## config.mk

```make
export PLATFORM = sky130hd
export DESIGN_NAME = pixel_reorder_buffer
export DESIGN_NICKNAME = d
export VERILOG_FILES = /design/src/rtl/pixel_reorder_buffer.sv
export SDC_FILE = /design/constraint.sdc
export NUM_CORES = 1
export LEC_CHECK = 0
export BUFFER_PORTS_ARGS = -buffer_cell sky130_fd_sc_hd__buf_2
export CAP_MARGIN = 20
export CORE_AREA = 2 2 200 202
export CTS_CLUSTER_SIZE = 8
export DETAILED_ROUTE_END_ITERATION = 8
export DIE_AREA = 0 0 202 204
export PLACE_DENSITY = 0.8
export SLEW_MARGIN = 20
export SYNTH_ARGS = -nofsm -noshare
export SYNTH_HDL_FRONTEND = slang
export SYNTH_SLANG_ARGS = --single-unit
```

## constraint.sdc

```tcl
create_clock -name aclk -period 3.48 [get_ports aclk]
set_input_delay 0.348 -clock aclk [delete_from_list [all_inputs] [get_ports aclk]]
set_output_delay 0.348 -clock aclk [all_outputs]
set_load 0.02 [all_outputs]
```

## src/rtl/pixel_reorder_buffer.sv

```systemverilog
// Reorders pixels arriving round-robin from several ray-tracing cores into raster
// order, with one small FIFO per core and a single registered output stage.
module pixel_reorder_buffer #(
  parameter int NUM_CORES = 4,
  parameter int DEPTH     = 4,
  parameter int H_RES     = 640,
  parameter int V_RES     = 480
) (
  input  logic                    aclk,
  input  logic                    areset,
  input  logic                    start,
  input  logic [3:0]              active_cores,
  input  logic [24*NUM_CORES-1:0] pix_data,
  input  logic [NUM_CORES-1:0]    pix_valid,
  output logic [NUM_CORES-1:0]    pix_ready,
  output logic [23:0]             out_data,
  output logic                    out_valid,
  input  logic                    out_ready,
  output logic                    out_user,
  output logic                    out_last,
  output logic                    frame_done,
  output logic                    busy
);

  localparam int CW   = (NUM_CORES > 1) ? $clog2(NUM_CORES) : 1;
  localparam int PW   = $clog2(DEPTH);
  localparam int CNTW = PW + 1;
  localparam int XW   = (H_RES > 1) ? $clog2(H_RES) : 1;
  localparam int YW   = (V_RES > 1) ? $clog2(V_RES) : 1;

  localparam logic [XW-1:0]   X_LAST   = XW'(H_RES - 1);
  localparam logic [YW-1:0]   Y_LAST   = YW'(V_RES - 1);
  localparam logic [CNTW-1:0] CNT_FULL = CNTW'(DEPTH);

  typedef enum logic {ST_IDLE, ST_RUN} state_t;

  state_t                state_q, state_d;
  logic [3:0]            n_q, n_d;
  logic [CW-1:0]         rd_core_q, rd_core_d;
  logic [XW-1:0]         x_q, x_d;
  logic [YW-1:0]         y_q, y_d;
  logic [23:0]           out_data_q, out_data_d;
  logic                  out_valid_q, out_valid_d;
  logic                  frame_done_q, frame_done_d;
  logic [NUM_CORES-1:0]  push_q, push_d;

  logic [PW-1:0]         wr_ptr_q [NUM_CORES];
  logic [PW-1:0]         wr_ptr_d [NUM_CORES];
  logic [PW-1:0]         rd_ptr_q [NUM_CORES];
  logic [PW-1:0]         rd_ptr_d [NUM_CORES];
  logic [CNTW-1:0]       count_q  [NUM_CORES];
  logic [CNTW-1:0]       count_d  [NUM_CORES];
  logic [23:0]           mem_q    [NUM_CORES][DEPTH];

  logic [NUM_CORES-1:0]  ready, push, pop, avail;
  logic                  out_fire, last_fire, load;

  always_comb begin
    // NOTE: every variable gets a default first so no path leaves it unassigned (no latch).
    state_d      = state_q;
    n_d          = n_q;
    rd_core_d    = rd_core_q;
    x_d          = x_q;
    y_d          = y_q;
    out_data_d   = out_data_q;
    out_valid_d  = out_valid_q;

    out_fire     = out_valid_q && out_ready;
    last_fire    = out_fire && (x_q == X_LAST) && (y_q == Y_LAST);
    frame_done_d = last_fire;

    // A freshly written entry becomes readable one cycle later, giving the two-edge latency.
    for (int k = 0; k < NUM_CORES; k++) begin
      ready[k] = !areset && (state_q == ST_RUN) && (k < int'(n_q)) && (count_q[k] != CNT_FULL);
      push[k]  = pix_valid[k] && ready[k];
      avail[k] = count_q[k] > CNTW'(push_q[k]);
    end
    push_d = push;

    load = (state_q == ST_RUN) && avail[rd_core_q] && (!out_valid_q || out_ready) && !last_fire;
    pop  = '0;
    pop[rd_core_q] = load;

    for (int k = 0; k < NUM_CORES; k++) begin
      wr_ptr_d[k] = wr_ptr_q[k] + PW'(push[k]);
      rd_ptr_d[k] = rd_ptr_q[k] + PW'(pop[k]);
      count_d[k]  = count_q[k] + CNTW'(push[k]) - CNTW'(pop[k]);
    end

    if (load) begin
      out_data_d  = mem_q[rd_core_q][rd_ptr_q[rd_core_q]];
      out_valid_d = 1'b1;
      if (int'(rd_core_q) == int'(n_q) - 1) rd_core_d = '0;
      else                                  rd_core_d = rd_core_q + CW'(1);
    end else if (out_fire) begin
      out_valid_d = 1'b0;
    end

    // x/y describe the pixel sitting in the output register, so they step on its departure.
    if (out_fire) begin
      if (x_q == X_LAST) begin
        x_d = '0;
        y_d = (y_q == Y_LAST) ? '0 : y_q + YW'(1);
      end else begin
        x_d = x_q + XW'(1);
      end
    end

    case (state_q)
      ST_IDLE: if (start) begin
        state_d = ST_RUN;
        if (active_cores == 4'd0)                n_d = 4'd1;
        else if (int'(active_cores) > NUM_CORES) n_d = 4'(NUM_CORES);
        else                                     n_d = active_cores;
      end
      ST_RUN:  if (last_fire) state_d = ST_IDLE;
      default: state_d = ST_IDLE;
    endcase

    // Entering or sitting in IDLE flushes the pipeline and every FIFO.
    if (state_d == ST_IDLE) begin
      rd_core_d   = '0;
      x_d         = '0;
      y_d         = '0;
      out_valid_d = 1'b0;
      push_d      = '0;
      for (int k = 0; k < NUM_CORES; k++) begin
        wr_ptr_d[k] = '0;
        rd_ptr_d[k] = '0;
        count_d[k]  = '0;
      end
    end
  end

  // NOTE: sequential state uses non-blocking assignments so all flops update from pre-edge values.
  always_ff @(posedge aclk) begin
    if (areset) begin
      state_q      <= ST_IDLE;
      n_q          <= 4'd1;
      rd_core_q    <= '0;
      x_q          <= '0;
      y_q          <= '0;
      out_data_q   <= '0;
      out_valid_q  <= 1'b0;
      frame_done_q <= 1'b0;
      push_q       <= '0;
      for (int k = 0; k < NUM_CORES; k++) begin
        wr_ptr_q[k] <= '0;
        rd_ptr_q[k] <= '0;
        count_q[k]  <= '0;
      end
    end else begin
      state_q      <= state_d;
      n_q          <= n_d;
      rd_core_q    <= rd_core_d;
      x_q          <= x_d;
      y_q          <= y_d;
      out_data_q   <= out_data_d;
      out_valid_q  <= out_valid_d;
      frame_done_q <= frame_done_d;
      push_q       <= push_d;
      for (int k = 0; k < NUM_CORES; k++) begin
        wr_ptr_q[k] <= wr_ptr_d[k];
        rd_ptr_q[k] <= rd_ptr_d[k];
        count_q[k]  <= count_d[k];
      end
    end
  end

  // NOTE: storage is not reset; the counts alone decide which entries are meaningful.
  always_ff @(posedge aclk) begin
    for (int k = 0; k < NUM_CORES; k++) begin
      if (push[k]) mem_q[k][wr_ptr_q[k]] <= pix_data[24*k +: 24];
    end
  end

  assign pix_ready  = ready;
  assign out_data   = out_data_q;
  assign out_valid  = out_valid_q;
  assign out_user   = out_valid_q && (x_q == '0) && (y_q == '0);
  assign out_last   = out_valid_q && (x_q == X_LAST);
  assign frame_done = frame_done_q;
  assign busy       = (state_q == ST_RUN);

endmodule

```

==> results_dict.tcl, run 1 <==
set metrics [dict create \
    status "finished clean" \
    rsz0062_at_grt "no" \
    crit_path_start_kind "flop" \
    total_power_mw 12.77 \
    switching_share_pct 21.01 \
    grt_max_degree 49 \
    reg2reg_slack_ns 0.46 \
    synth.yosys.warnings 0 \
    timing.hold.ws_ns 0.01491 \
    post_cts_resized 0 \
    drt_iter0_markers 819 \
    n_fill_cell 2809 \
    p_switching_mw 2.683 \
    hold_viol_final 0 \
    syn_inst 1218 \
    fin_crit_ns 3.018 \
    max_freq_ghz 0.3314 \
    synth_top_flop_cell "edfxtp_1" \
    die_h_um 204 \
    synth_seq_cells 470 \
    place.gp.congestion 0.8549 \
    yosysSeqAreaShare_pct 68.49 \
    cts_buffers 68 \
    portBuffers 140 \
    post-route-period-util_pct 86.72 \
    core_area_mm2 0.03918 \
    final.setup.tns_ns 0 \
    min_path_type "in2reg" \
    synth_enable_flop_cells 384 \
    die_w_um 202 \
    drtPass1Iterations 6 \
    finish.net_count 1624 \
    ioPinCount 141 \
    syn_nets 1358 \
    pwr-share-clk_pct 47.8 \
    clock_path_buffers 3 \
    comb_power_share_pct 3.9 \
    clkLatencyLatePin_ns 0.58 \
    synthArstFlopShare_pct 0 \
    drive_gt1_share_pct 19.42 \
    antenna_found_initial 6 \
    die_area_mm2 0.04121 \
    area_delta_synth_final_pct 22.83 \
    grt-ovfl-total 0 \
    synth_area_mm2 0.01935 \
    layout_commonest_cell "edfxtp_1" \
    start_util_pct 49.38 \
    grt_usage_pct 22.38 \
    slew_headroom_pct 37.95 \
    htreeDepth 3 \
    dp_hpwl_um 27560 \
    endpoint_kind "flop" \
    vias 11470 \
    arrival_ns 3.45 \
    drc 0 \
    vdd_drop_max_v 0.0005873 \
    power.internal_mw 10.09 \
    clk_pin_slew_ns 0.05 \
    drtAntennaViolNets 0 \
    mostFrequentLayoutCells "384 x edfxtp_1, 290 x mux2i_1, 140 x buf_2, 89 x dlygate4sd3_1, 80 x dfxtp_1" \
    power.leakage_nw 7.673 \
    cap_violations 0 \
    cts.sinks 470 \
    ys_types 53 \
    grt_pass1_wl_um 69260 \
    p_seq_share_pct 48.3 \
    critPathRequiredTime_ns 3.91 \
    rows 73 \
    worstPathMaxFanout 9 \
    worstMarginPinSlew_ns 0.9308 \
    syn_avg_cell_area_um2 15.89 \
    ctsRootBufferMaster "clkbuf_16" \
    fin_skew_ns 0.03269 \
    crit_type "reg2reg" \
    slew_viol_final 0 \
    post-cts-setup-buffers 0 \
    cts_tree "yes" \
    routed_wirelength_um 45300 \
    grt_pass1_vias 12050 \
    finalSetupViolations 0 \
    powerDensity_mw_per_mm2 537.4 \
    via_per_inst 5.573 \
    wire_per_inst_um 22.01 \
]
final cells by class:
class	instances	area, um^2	area share, %
clock buffer	110	1902	8.003
multi-input combinational	647	5807	24.43
antenna	4	10.01	0.04212
clock inverter	5	101.3	0.4264
sequential	470	13260	55.81
inverter	37	138.9	0.5844
timing repair buffer	260	1887	7.939
tap	525	656.9	2.764
metal layers:
layer	GRT usage [%]	part of all wire, %	vias to the layer above
met5	0	0.062	-
met4	9.506	3.9	4
met3	5.851	7.8	116
met2	38.50	50	461
met1	26.71	38	5678
li1	-	-	5211
path summary, 6_finish.rpt:
kind / start / endpoint / cells after the start
setup / recovery: count_q[1][0] / count_q[1][2] / 12
hold / removal: pix_data[77] / mem_q[3][5] / 1
setup reg to reg: count_q[1][0] / count_q[1][2] / 12
hold reg to reg: out_data[19] / out_data[19] / 2
stage by stage:
| step | cells | setup slack (ns) | util (%) | instance area, um^2 |
|---|---|---|---|---|
| 5_1_grt | 2056 | 0.3540 | 60.64 | 23760 |
| 3_5_place_dp | 1850 | 0.4946 | 53.24 | 20860 |
| 6_report | 2058 | 0.4623 | 60.65 | 23770 |
| 4_1_cts | 2053 | 0.4843 | 60.60 | 23750 |
| 2_1_floorplan | 1218 | -0.5132 | - | 19390 |
| 3_3_place_gp | 1850 | 0.5569 | 53.24 | 20860 |
repair_timing:
action	in CTS	in global routing
hold endpoints to repair	336	4
setup endpoints to repair	0	0
hold buffers	88	1
Yosys cell counts (4+ instances only):
library cell	n	area, um^2
a21oi_1	39	195.2
a311oi_1	4	35.03
and2_1	12	75.07
and3_1	8	50.05
buf_1	6	22.52
buf_2	32	160.2
clkbuf_1	25	93.84
dfxtp_1	86	1722
edfxtp_1	384	11530
fa_1	4	80.08
ha_1	28	350.3
inv_1	35	131.4
mux2i_1	290	2903
mux4_2	25	563.0
nand2_1	25	93.84
nand2b_1	5	31.28
nand3_1	31	155.2
nand4_1	8	50.05
nor2_1	41	153.9
nor3_1	13	65.06
nor3b_1	9	67.56
o21ai_0	27	135.1
o31ai_1	9	67.56
or4_1	9	67.56
xnor2_1	18	157.7
xor2_1	10	87.58
flip-flops by register name, summed over array words and instances (netlist names), 8 cells and up, named ones only:
signal and flops:
mem_q 384, wr_ptr_q 8, out_data 24, count_q 12, rd_ptr_q 8, y_q 9, x_q 10
cells by family after synthesis:
logic type               Yosys count  synth area share (%)
adder cells (fa/ha/maj)           32                 2.225
AO/OA/AOI/OAI                     95                 2.942
flip-flops                       470                 68.49
AND/OR/NAND/NOR                  177                 4.973
multiplexers                     315                 17.91
XOR/XNOR                          28                 1.267
buffers and inverters            101                 2.186
worst max-delay path: stages (launching register included):
cell and delay [ns]:
dfxtp_1 0.36, inv_1 0.08, ha_1 0.26, or3b_1 0.35
a221oi_1 0.53, a311oi_4 0.16, nand3_1 0.19, xnor2_1 0.14
ha_1 0.16, inv_1 0.05, fa_1 0.41, xnor2_1 0.17
nor2_1 0.05
power by group through the flow:
stage | logic, mW | registers (mW) | clock network, mW
after global placement | 0.387 | 6.27 | 0
after CTS | 0.494 | 6.16 | 6.15
after detailed placement | 0.404 | 6.27 | 0
after floorplan | 0.196 | 6.28 | 0
final | 0.501 | 6.16 | 6.11
after global routing | 0.540 | 6.16 | 6.45
Note: power is estimated with default switching activity, not from simulation.
==> inputs of run 2 (changes only) <==
CTS_BUF_LIST = sky130_fd_sc_hd__clkbuf_4 sky130_fd_sc_hd__clkbuf_8   (was unset)
==> results_dict.tcl, run 2 (synthesis results as in run 1) <==
set metrics [dict create \
    status "finished clean" \
    via_per_inst 5.511 \
    cts_tree "yes" \
    grt_pass1_vias 11860 \
    drtAntennaViolNets 0 \
    critPathRequiredTime_ns 3.97 \
    slew_headroom_pct 36.47 \
    drive_gt1_share_pct 22.51 \
    core_area_mm2 0.03918 \
    min_path_type "in2reg" \
    antenna_found_initial 4 \
    rows 73 \
    post-cts-setup-buffers 0 \
    hold_path_end "n_q[0]" \
    clkLatencyLatePin_ns 0.61 \
    clk_pin_slew_ns 0.06 \
    power.leakage_nw 7.567 \
    vdd_drop_max_v 0.0003660 \
    start_util_pct 49.38 \
    die_h_um 204 \
    grt-ovfl-total 0 \
    final.setup.tns_ns 0 \
    area_delta_synth_final_pct 20.79 \
    grt_usage_pct 21.43 \
    post-route-period-util_pct 85.93 \
    max_stage_delay_ns 0.51 \
    routed_wirelength_um 43840 \
    layout_commonest_cell "edfxtp_1" \
    htreeDepth 3 \
    grt_max_degree 49 \
    place_ws_ns 0.4946 \
    reg2reg_slack_ns 0.49 \
    die_area_mm2 0.04121 \
    n_fill_cell 2861 \
    ioPinCount 141 \
    drtPass1Iterations 5 \
    crit_type "reg2reg" \
    endpoint_kind "flop" \
    drt_iter0_markers 699 \
    dp_hpwl_um 27560 \
    final_util_pct 59.64 \
    place.gp.congestion 0.8549 \
    vias 11490 \
    setup_ws_ns 0.4898 \
    portBuffers 140 \
    drc 0 \
    worstPathMaxFanout 9 \
    rr_startpoint "count_q[1][0]" \
    r2r_end "count_q[1][2]" \
    arrival_ns 3.48 \
    cts_buffers 75 \
    reg2regPathDepth 12 \
    finish.net_count 1639 \
    slew_viol_final 0 \
    crit_path_start_kind "flop" \
    largest_reg_flops 384 \
    min_from "active_cores[0]" \
    wire_per_inst_um 21.04 \
    grt_pass1_wl_um 66580 \
    cp_slowest_cell "a221oi_1" \
    finalSetupViolations 0 \
    postCtsHoldBufs 97 \
    clock_path_buffers 3 \
    fin_skew_ns 0.03633 \
    cp_cell_sequence "inv_1 > ha_1 > or3b_1 > a221oi_1 > a311oi_4 > nand3_1 > xnor2_1 > ha_1 > inv_1 > fa_1 > xnor2_1 > nor2_1" \
    post_cts_resized 0 \
    timing.hold.ws_ns 0.1075 \
    worstMarginPinSlew_ns 0.9529 \
    cts.sinks 470 \
    powerDensity_mw_per_mm2 487.1 \
    die_w_um 202 \
    rsz0062_at_grt "no" \
    hold_depth 3 \
    fin_crit_ns 2.990 \
    mostFrequentLayoutCells "384 x edfxtp_1, 290 x mux2i_1, 140 x buf_2, 97 x dlygate4sd3_1, 85 x clkbuf_8" \
    cap_violations 0 \
    ctsRootBufferMaster "clkbuf_8" \
    max_freq_ghz 0.3344 \
    hold_viol_final 0 \
]
-- run 2: report_power, final --
part           internal (mW)  switching (mW)
clock                   2.63            2.10
sequential              6.12          0.0337
combinational          0.228           0.278
total                   8.98            2.41
-- run 2: routing by layer --
metal  vias to the layer above  wire, um  part of all wire (%)  GRT usage (%)
met5                         -        13                 0.030              0
met4                         2      1079                   2.5          7.012
met3                        85      3415                   7.8          5.277
met2                       460     22350                    51          37.51
met1                      5694     16980                    39          26.09
li1                       5244         -                     -              -
-- run 2: layout make-up --
| type | instances | area [um^2] | area share (%) |
|---|---|---|---|
| multi-input cells | 647 | 5807 | 24.85 |
| diodes | 4 | 10.01 | 0.04283 |
| flip-flops and latches | 470 | 13260 | 56.75 |
| clock inverters | 12 | 88.84 | 0.3801 |
| well taps | 525 | 656.9 | 2.811 |
| clock buffers | 121 | 1440 | 6.162 |
| inverters | 37 | 138.9 | 0.5942 |
| repair buffers | 268 | 1967 | 8.416 |
-- run 2: worst max path at each step --
stage	start	endpoint	slack (ns)
floorplan	n_q[1]	mem_q[1][48]	-0.51
global placement	count_q[1][0]	count_q[1][2]	0.56
detailed placement	count_q[1][0]	count_q[1][2]	0.49
CTS	count_q[1][0]	count_q[1][2]	0.48
global route	count_q[0][0]	count_q[3][2]	0.33
finish	count_q[1][0]	count_q[1][2]	0.49
-- run 2: critical path: cells and delay by family (launching register included) --
family                   cells  cell delay (ns)
buffers and inverters        2             0.12
AO/OA/AOI/OAI                2             0.67
adder cells (fa/ha/maj)      3             0.82
flip-flops                   1             0.36
AND/OR/NAND/NOR              3             0.59
XOR/XNOR                     2             0.31
-- run 2: stage by stage --
| stage | cells | cell area [um^2] | power (mW) |
|---|---|---|---|
| after global placement | 1850 | 20860 | 6.654 |
| after detailed placement | 1850 | 20860 | 6.672 |
| after CTS | 2080 | 23360 | 11.44 |
| after global routing | 2082 | 23370 | 11.76 |
| final | 2084 | 23370 | 11.38 |
| after floorplan | 1218 | 19390 | 6.472 |
